<file path="src/rtl/tlul_dma_copy.sv">
// TL-UL type definitions, command integrity generator and the block-copy host.
// Latency: 4 cycles per word against a zero-wait device with one-cycle response, plus 1 FIN cycle.
// Backpressure: a_valid and all A fields hold until a_ready; d_ready is high only while awaiting a response.

package tlul_pkg;

    localparam int TL_AW  = 32;
    localparam int TL_DW  = 32;
    localparam int TL_AIW = 8;
    localparam int TL_DIW = 1;
    localparam int TL_DBW = 4;
    localparam int TL_SZW = 2;

    typedef enum logic [2:0] {
        PutFullData    = 3'h0,
        PutPartialData = 3'h1,
        Get            = 3'h4
    } tl_a_op_e;

    typedef enum logic [2:0] {
        AccessAck     = 3'h0,
        AccessAckData = 3'h1
    } tl_d_op_e;

    typedef struct packed {
        logic [6:0] cmd_intg;
        logic [6:0] data_intg;
    } tl_a_user_t;

    typedef struct packed {
        logic [6:0] rsp_intg;
        logic [6:0] data_intg;
    } tl_d_user_t;

    typedef struct packed {
        logic                a_valid;
        tl_a_op_e            a_opcode;
        logic [2:0]          a_param;
        logic [TL_SZW-1:0]   a_size;
        logic [TL_AIW-1:0]   a_source;
        logic [TL_AW-1:0]    a_address;
        logic [TL_DBW-1:0]   a_mask;
        logic [TL_DW-1:0]    a_data;
        tl_a_user_t          a_user;
        logic                d_ready;
    } tl_h2d_t;

    typedef struct packed {
        logic                d_valid;
        tl_d_op_e            d_opcode;
        logic [2:0]          d_param;
        logic [TL_SZW-1:0]   d_size;
        logic [TL_AIW-1:0]   d_source;
        logic [TL_DIW-1:0]   d_sink;
        logic [TL_DW-1:0]    d_data;
        tl_d_user_t          d_user;
        logic                d_error;
        logic                a_ready;
    } tl_d2h_t;

endpackage

// Fills a_user with check bits over the command fields and the write data.
// Latency: purely combinational.
// Backpressure: none; every field other than a_user passes straight through.
module tlul_cmd_intg_gen
    import tlul_pkg::*;
(
    input  tl_h2d_t tl_i,
    output tl_h2d_t tl_o
);

    // Hamming-style check: input bit j contributes to check bit i when bit i of (j+1) is set.
    function automatic logic [6:0] hamming7(input logic [63:0] v);
        logic [6:0] p;
        p = '0;
        for (int j = 0; j < 64; j++) begin
            for (int i = 0; i < 7; i++) begin
                if ((((j + 1) >> i) & 1) != 0) begin
                    p[i] = p[i] ^ v[j];
                end
            end
        end
        return p;
    endfunction

    // Pass the request through and overwrite only the integrity field.
    always_comb begin
        tl_o                  = tl_i;
        tl_o.a_user.cmd_intg  = hamming7({25'd0, tl_i.a_opcode, tl_i.a_address, tl_i.a_mask});
        tl_o.a_user.data_intg = hamming7({32'd0, tl_i.a_data});
    end

endmodule

// Copies len_words_i 32-bit words from src to dst, one Get then one PutFullData at a time.
// Latency: 4 cycles per word with a zero-wait one-cycle-response device, plus 1 cycle in FIN.
// Backpressure: stalls in RD_REQ/WR_REQ with fields held while a_ready is low; waits indefinitely for d_valid.
module tlul_dma_copy
    import tlul_pkg::*;
#(
    parameter logic [TL_AIW-1:0] SourceId = '0,
    parameter int                LenW     = 12
) (
    input  logic            clk_i,
    input  logic            rst_ni,
    input  logic            start_i,
    input  logic [31:0]     src_addr_i,
    input  logic [31:0]     dst_addr_i,
    input  logic [LenW-1:0] len_words_i,
    output logic            busy_o,
    output logic            done_o,
    output logic            err_o,
    output tl_h2d_t         tl_o,
    input  tl_d2h_t         tl_i
);

    typedef enum logic [2:0] {
        IDLE   = 3'd0,
        RD_REQ = 3'd1,
        RD_RSP = 3'd2,
        WR_REQ = 3'd3,
        WR_RSP = 3'd4,
        FIN    = 3'd5
    } state_e;

    state_e          state_q, state_d;
    logic [31:0]     src_q;
    logic [31:0]     dst_q;
    logic [LenW-1:0] rem_q;
    logic [31:0]     data_q;
    logic            err_q;

    logic            misaligned;
    logic            rd_rsp_ok;
    logic            wr_rsp_ok;
    tl_h2d_t         req_raw;

    assign misaligned = (src_addr_i[1:0] != 2'b00) || (dst_addr_i[1:0] != 2'b00);
    assign rd_rsp_ok  = !tl_i.d_error && (tl_i.d_opcode == AccessAckData);
    assign wr_rsp_ok  = !tl_i.d_error && (tl_i.d_opcode == AccessAck);

    // State register.
    always_ff @(posedge clk_i or negedge rst_ni) begin
        if (!rst_ni) begin
            state_q <= IDLE;
        end else begin
            state_q <= state_d;
        end
    end

    // Next-state logic and the A/D channel controls for the current state.
    always_comb begin
        state_d           = state_q;
        req_raw           = '0;
        req_raw.a_opcode  = Get;
        req_raw.a_size    = 2'd2;
        req_raw.a_mask    = 4'hF;
        req_raw.a_source  = SourceId;
        req_raw.a_address = src_q;
        done_o            = 1'b0;
        busy_o            = 1'b0;

        unique case (state_q)
            IDLE: begin
                if (start_i) begin
                    if (misaligned || (len_words_i == '0)) begin
                        state_d = FIN;
                    end else begin
                        state_d = RD_REQ;
                    end
                end
            end
            RD_REQ: begin
                busy_o          = 1'b1;
                req_raw.a_valid = 1'b1;
                if (tl_i.a_ready) begin
                    state_d = RD_RSP;
                end
            end
            RD_RSP: begin
                busy_o          = 1'b1;
                req_raw.d_ready = 1'b1;
                if (tl_i.d_valid) begin
                    state_d = rd_rsp_ok ? WR_REQ : FIN;
                end
            end
            WR_REQ: begin
                busy_o            = 1'b1;
                req_raw.a_valid   = 1'b1;
                req_raw.a_opcode  = PutFullData;
                req_raw.a_address = dst_q;
                req_raw.a_data    = data_q;
                if (tl_i.a_ready) begin
                    state_d = WR_RSP;
                end
            end
            WR_RSP: begin
                busy_o          = 1'b1;
                req_raw.d_ready = 1'b1;
                if (tl_i.d_valid) begin
                    if (!wr_rsp_ok || (rem_q == LenW'(1))) begin
                        state_d = FIN;
                    end else begin
                        state_d = RD_REQ;
                    end
                end
            end
            FIN: begin
                done_o  = 1'b1;
                state_d = IDLE;
            end
            default: begin
                state_d = IDLE;
            end
        endcase
    end

    // Address, count, data and error registers, updated on start and on each accepted response.
    always_ff @(posedge clk_i or negedge rst_ni) begin
        if (!rst_ni) begin
            src_q  <= '0;
            dst_q  <= '0;
            rem_q  <= '0;
            data_q <= '0;
            err_q  <= 1'b0;
        end else begin
            unique case (state_q)
                IDLE: begin
                    if (start_i) begin
                        src_q <= src_addr_i;
                        dst_q <= dst_addr_i;
                        rem_q <= len_words_i;
                        err_q <= misaligned;
                    end
                end
                RD_RSP: begin
                    if (tl_i.d_valid) begin
                        if (rd_rsp_ok) begin
                            data_q <= tl_i.d_data;
                        end else begin
                            err_q <= 1'b1;
                        end
                    end
                end
                WR_RSP: begin
                    if (tl_i.d_valid) begin
                        if (wr_rsp_ok) begin
                            // Wraps modulo 2^32 by construction.
                            src_q <= src_q + 32'd4;
                            dst_q <= dst_q + 32'd4;
                            rem_q <= rem_q - LenW'(1);
                        end else begin
                            err_q <= 1'b1;
                        end
                    end
                end
                default: begin
                end
            endcase
        end
    end

    assign err_o = err_q;

    tlul_cmd_intg_gen u_cmd_intg (
        .tl_i (req_raw),
        .tl_o (tl_o)
    );

    // Response fields this host has no use for; integrity is checked upstream in the xbar.
    logic unused_rsp;
    assign unused_rsp = ^{tl_i.d_param, tl_i.d_size, tl_i.d_source, tl_i.d_sink, tl_i.d_user};

endmodule
</file>
<file path="config.mk">
export PLATFORM = sky130hd
export DESIGN_NAME = tlul_dma_copy
export DESIGN_NICKNAME = d
export VERILOG_FILES = /design/src/rtl/tlul_dma_copy.sv
export SDC_FILE = /design/constraint.sdc
export NUM_CORES = 1
export LEC_CHECK = 0
export CORE_UTILIZATION = 45
export CTS_BUF_LIST = sky130_fd_sc_hd__clkbuf_8
export DETAILED_ROUTE_END_ITERATION = 7
export GPL_TIMING_DRIVEN = 0
export PLACE_DENSITY = 0.89
export RECOVER_POWER = 100
export SYNTH_ARGS = -nofsm -noshare
export SYNTH_HDL_FRONTEND = slang
export SYNTH_HIERARCHICAL = 1
export SYNTH_SLANG_ARGS = --single-unit
</file>
<file path="constraint.sdc">
create_clock -name clk_i -period 3.25 [get_ports clk_i]
set_clock_uncertainty 0.2 [all_clocks]
set_input_delay 0.325 -clock clk_i [delete_from_list [all_inputs] [get_ports clk_i]]
set_output_delay 0.325 -clock clk_i [all_outputs]
set_load 0.05 [all_outputs]
</file>
==> results of run 1 <==
kinds of logic after synthesis:
logic type | count (synthesis)
AO/OA/AOI/OAI | 218
XOR/XNOR | 104
adder cells (fa/ha/maj) | 4
buffers and inverters | 160
flip-flops | 112
multiplexers | 66
other | 3
AND/OR/NAND/NOR | 310
worst paths after layout:
check / from / end / slack (ps) / cells past startpoint
setup / recovery: state_q[2] / tl_o[10] / -360 / 12
hold / removal: dst_addr_i[27] / dst_q[27] / 280 / 3
max in group asynchronous: rst_ni / src_q[4] / 600 / 3
setup reg to reg: state_q[1] / dst_q[18] / 130 / 7
min in group asynchronous: rst_ni / data_q[30] / 730 / 2
hold reg to reg: src_q[1] / src_q[1] / 290 / 2
per-stage QoR:
step | hold slack (ps) | std cells | setup TNS (ps) | util | area (um^2)
4_1_cts | 163 | 1469 | -1870 | 0.636 | 11900
5_1_grt | 289 | 1486 | -3630 | 0.654 | 12300
3_5_place_dp | 33.1 | 1435 | -18950 | 0.595 | 11200
6_report | 282 | 1486 | -2680 | 0.654 | 12300
2_1_floorplan | -171 | 1002 | -347 | - | 8870
3_3_place_gp | 255 | 1434 | -322720 | 0.594 | 11100
placed cells by master (no fill, tap or decap), types with 32 or more instances in the layout:
master           netlist  final
nand2_1               71     69
xnor2_2                2     32
clkbuf_1              49     38
dfrtp_1              112    111
clkdlybuf4s50_1        0    159
nor2_1                71     71
nand3_1               34     34
xnor2_1               73     36
buf_4                 89    127
o21ai_0               50     46
a21oi_1               73     73
mux2_2                61     57
per-layer routing:
| metal | up-vias | track usage | share of wire |
|---|---|---|---|
| met5 | - | 0 | 0 |
| met3 | 163 | 0.0710 | 0.12 |
| met2 | 746 | 0.527 | 0.48 |
| met4 | 0 | 0.161 | 0.058 |
| li1 | 3939 | - | - |
| met1 | 4281 | 0.380 | 0.35 |
worst max-delay path, stage by stage (launching register included):
cell and delay [ps]:
dfrtp_1 410, buf_6 140, inv_6 60, nand2_8 60, clkinv_8 80, nand2_8 80, clkbuf_16 180, mux2_4 330
xnor3_2 440, xor2_4 200, xnor3_1 270, xnor3_2 260, buf_8 160
repair_timing:
| action | 4_1_cts | 5_1_grt |
|---|---|---|
| pin swaps | 25 | 22 |
| setup buffers | 18 | 17 |
| gates cloned | 1 | 1 |
| hold buffers | 1 | 0 |
| resized for setup | 178 | 61 |
| endpoints found under the hold margin | 34 | 0 |
| endpoints found under the setup margin | 76 | 48 |
area by class of cell:
| type | count | area share |
|---|---|---|
| Multi-Input combinational cell | 731 | 0.460 |
| Sequential cell | 112 | 0.229 |
| Timing Repair Buffer | 235 | 0.188 |
| Buffer | 148 | 0.0806 |
| Tap cell | 234 | 0.0239 |
| Clock buffer | 9 | 0.0101 |
| Inverter | 11 | 0.00479 |
| Clock inverter | 6 | 0.00388 |
sequential cells by signal (all words and copies together) (netlist names):
signal   cells
src_q       32
data_q      32
state_q      3
err_o        1
dst_q       32
rem_q       12
synthesized netlist by cell type (4+ instances only):
cell type	instances	area (um^2)
a41oi_1	5	43.8
or4_1	4	30.0
a211oi_1	5	37.5
and3_1	45	282
mux2_2	61	687
o22ai_1	21	131
a2bb2oi_1	7	61.3
a21oi_1	73	365
or3_1	5	31.3
clkbuf_1	49	184
and4_1	8	70.1
nor4_1	11	68.8
ha_1	4	50.1
mux2i_1	5	50.1
a31o_2	5	43.8
buf_4	89	668
buf_1	4	15.0
a22oi_1	5	37.5
xor2_1	14	123
o22a_1	5	43.8
buf_2	6	30.0
xnor3_1	13	293
nand2_1	71	267
nor2_1	71	267
nand3_1	34	170
o21ai_0	50	250
dfrtp_1	112	2800
nor3_1	17	85.1
nand4_1	16	100
a31oi_1	6	37.5
xnor2_1	73	639
inv_1	11	41.3
a21o_1	4	30.0
==> results.py, run 1 <==
metrics = {
    "routing": {
        "drt_pre_antenna_iters": 6,
        "viasPerCell": 6.14,
        "wl_per_cell_um": 21.8,
        "wl_mm": 32.4,
        "postRouteAntennaNets": 0,
        "dr_total_vias": 9129,
        "first_iter_violations": 1244,
        "drc_errors": 0,
    },
    "clock_tree": {
        "clk_pin_slew_ps": 110,
        "cts_sinks": 112,
        "h-tree-depth": 3,
        "cts_root_buffer": "clkbuf_8",
        "clock_path_buffers": 2,
        "cts_buffers": 9,
        "cts_tree": "done",
        "clock_latency_ps": 400,
    },
    "placement": {
        "gp_congestion": 0.984,
        "dp_hpwl_mm": 22.0,
        "portBuffers": 198,
        "dp_slack_ps": -1440,
    },
    "synth": {
        "netlist_instances": 977,
        "synth_edf_count": 0,
        "synth-main-ff-cell": "dfrtp_1",
        "yosysWarnings": 6,
        "synth_compound_area_frac": 0.158,
        "synth_sequential_area_ratio": 0.324,
        "syn-cell-area_um2": 8660,
        "synth_top_family_by_area": "simple AND/OR/NAND/NOR gates",
        "async_reset_ff_frac": 1.00,
        "synth_xor_area_frac": 0.130,
        "avgSynthCellArea_um2": 8.87,
        "yosysUniqueCellTypes": 76,
        "synthMuxAreaShare": 0.0851,
        "yosys.area_share.adder": 0.00578,
        "synthSimpleGateAreaFrac": 0.187,
        "ys_ff_latch": 112,
    },
    "sta": {
        "fmax_ghz": 0.277,
        "finalHoldViolations": 0,
        "final-setup-viol-count": 11,
        "rsz0062_at_grt": "yes",
        "worst_pin_slew_ps": 1770,
        "period_needed_ps": 3610,
        "slew_headroom": -0.180,
        "finalMaxSlewViolations": 34,
        "period_share": 1.11,
        "setup_ws_ps": -360,
    },
    "layout": {
        "layout.nets": 1397,
        "diodes": 0,
        "syn_to_final_growth_pct": 41.6,
        "multi_input_area_um2": 5650,
        "seqCellArea_um2": 2800,
        "n_fill_cell": 1418,
        "layout-drive-gt1-share": 0.278,
    },
    "grt": {
        "grt_max_degree": 81,
        "grt_overflow": 0,
        "grt_pass1_wl_mm": 47.5,
        "grt_use_total": 0.315,
        "antenna_found_initial": 0,
        "grt_pass1_vias": 8724,
    },
    "critical_path": {
        "endpoint_kind": "output pin",
        "startpoint_type": "flip-flop",
        "worstPathArrival_ps": 3080,
        "path_max_fanout": 6,
        "critPathRequiredTime_ps": 2720,
        "path_class": "flip-flop to output pin",
    },
    "outcome": {
        "status": "finished, violations left",
        "violations": "capacitance limit, slew limit, setup timing",
    },
    "floorplan": {
        "die_x_um": 141,
        "die_area_um2": 19800,
        "die_h_um": 141,
        "row_count": 50,
        "initial_core_util": 0.462,
        "ios": 248,
        "core-area_um2": 18800,
    },
    "min_path": {
        "min_path_type": "input port to flip-flop",
    },
    "run": {
        "max_cap_violations": 1,
    },
}
Power of run 1 is not shown: default switching activity piles up to over one toggle a cycle in this logic, so the estimate is an artifact.
==> run 2: changes to the inputs <==
- CORE_ASPECT_RATIO: default -> 0.75
==> results.py, run 2 (synthesis results as in run 1) <==
metrics = {
    "outcome": {
        "status": "finished, violations left",
        "violations": "DRC, capacitance limit, slew limit, setup timing",
    },
    "power": {
        "combinationalPowerShare": 0.786,
        "power_density_nw_per_um2": 1330,
        "p_sw_frac": 0.527,
        "power_mw": 16.6,
        "p_clk_frac": 0.055,
        "seq_power_share": 0.159,
        "netSwitchingPower_mw": 8.73,
        "vdd_drop_max_uv": 1800,
        "p_leak_nw": 5.67,
        "p_int_mw": 7.84,
    },
    "layout": {
        "largestRegisters": "data_q: 32 flops, dst_q: 32 flops, src_q: 32 flops",
        "layout-drive-gt1-share": 0.280,
        "final_cells": 1499,
        "diodes": 0,
        "layout_commonest_cell": "clkdlybuf4s50_1",
        "syn_to_final_growth_pct": 44.0,
        "layout.nets": 1397,
        "layout_common_cells": "154 x clkdlybuf4s50_1, 120 x buf_4, 111 x dfrtp_1, 73 x a21oi_1, 71 x nor2_1",
    },
    "critical_path": {
        "path_class": "flip-flop to output pin",
        "worstPathArrival_ps": 3100,
        "rrSetupSlack_ps": -60,
        "r2r_start": "state_q[2]",
        "startpoint_type": "flip-flop",
        "endpoint_kind": "output pin",
        "critPathRequiredTime_ps": 2720,
        "startpoint": "state_q[2]",
        "path_max_fanout": 7,
    },
    "grt": {
        "grt_overflow": 0,
        "grt_max_degree": 74,
        "grt_pass1_wl_mm": 48.7,
        "grt_pass1_vias": 8667,
        "antenna_found_initial": 0,
        "grt_use_total": 0.328,
    },
    "min_path": {
        "min_path_type": "input port to flip-flop",
        "min-delay-start": "src_addr_i[3]",
    },
    "floorplan": {
        "row_count": 43,
        "die_h_um": 122,
        "die_x_um": 162,
        "core-area_um2": 18700,
        "die_area_um2": 19800,
        "initial_core_util": 0.464,
        "ios": 248,
    },
    "clock_tree": {
        "cts_tree": "done",
        "cts_buffers": 9,
        "h-tree-depth": 3,
        "clock_path_buffers": 2,
        "cts_sinks": 112,
        "clk_pin_slew_ps": 120,
        "cts_root_buffer": "clkbuf_8",
        "clock_latency_ps": 410,
    },
    "run": {
        "max_cap_violations": 1,
    },
    "sta": {
        "rsz0062_at_grt": "yes",
        "finalHoldViolations": 0,
        "final-setup-viol-count": 12,
        "tns_ps": -2920,
        "fmax_ghz": 0.276,
        "period_needed_ps": 3620,
        "worst_pin_slew_ps": 2370,
        "slew_headroom": -0.581,
        "setup_ws_ps": -374,
        "finalMaxSlewViolations": 41,
        "period_share": 1.11,
    },
    "placement": {
        "dp_slack_ps": -1470,
        "placed_cells": 1448,
        "dp_hpwl_mm": 22.6,
        "gp_congestion": 0.962,
        "portBuffers": 198,
    },
    "routing": {
        "postRouteAntennaNets": 0,
        "dr_total_vias": 9246,
        "wl_mm": 34.2,
        "drt_pre_antenna_iters": 8,
        "first_iter_violations": 1283,
        "drc_errors": 2,
        "wl_per_cell_um": 22.8,
        "viasPerCell": 6.17,
    },
}
## run 2: area by class of cell
| type | instances | area, um^2 |
|---|---|---|
| sequential | 112 | 2800 |
| clock inverter | 6 | 75.1 |
| timing repair buffer | 235 | 2350 |
| fill | 1383 | 6200 |
| inverter | 11 | 56.3 |
| multi-input combinational | 730 | 5720 |
| clock buffer | 9 | 124 |
| buffer | 149 | 1020 |
| tap | 247 | 309 |
## run 2: timing repair
action | 4_1_cts | 5_1_grt
setup buffers | 25 | 9
setup endpoints to repair | 76 | 37
hold buffers | 1 | 0
resized for setup | 193 | 68
cloned | 2 | 0
endpoints found under the hold margin | 39 | 0
pin swaps | 34 | 29
## run 2: path summary, 6_finish.rpt
kind	end	depth (start not counted)
worst max-delay path	tl_o[10]	12
worst min-delay path	src_q[3]	3
worst max register to register	dst_q[18]	8
worst min register to register	src_q[0]	2
max in group asynchronous	rem_q[5]	3
min in group asynchronous	dst_q[28]	2
## run 2: power groups by stage
stage / sequential [mW] / combinational, mW / clock, mW
2_1_floorplan: 2.38 / 8.14 / 0
3_3_place_gp: 2.56 / 9.58 / 0
3_5_place_dp: 2.58 / 9.77 / 0
4_1_cts: 2.57 / 12.4 / 0.904
5_1_grt: 2.69 / 13.5 / 0.948
6_report: 2.64 / 13.0 / 0.910
## run 2: worst max-delay path: stages, from the launching register on
cell	delay, ps
dfrtp_1	420
buf_6	140
inv_8	60
nand2_8	60
inv_8	70
nand2_8	90
clkbuf_16	170
mux2_4	330
xnor3_2	450
xor2_4	200
xnor3_1	290
xnor3_2	260
buf_8	160
## run 2: stage by stage
stage	util	cell area, um^2	hold slack, ps
after floorplan	-	8870	-171
after global placement	0.598	11200	257
after detailed placement	0.599	11200	65.0
after CTS	0.650	12100	195
after global routing	0.668	12500	270
final	0.668	12500	258
## run 2: layer usage
metal | track usage | vias up | routed length (um)
li1 | - | 3943 | -
met5 | 0 | - | 0
met4 | 0.149 | 0 | 1610
met1 | 0.423 | 4369 | 12700
met2 | 0.518 | 779 | 15500
met3 | 0.0872 | 155 | 4350
Power figures use the tool's default switching activity.
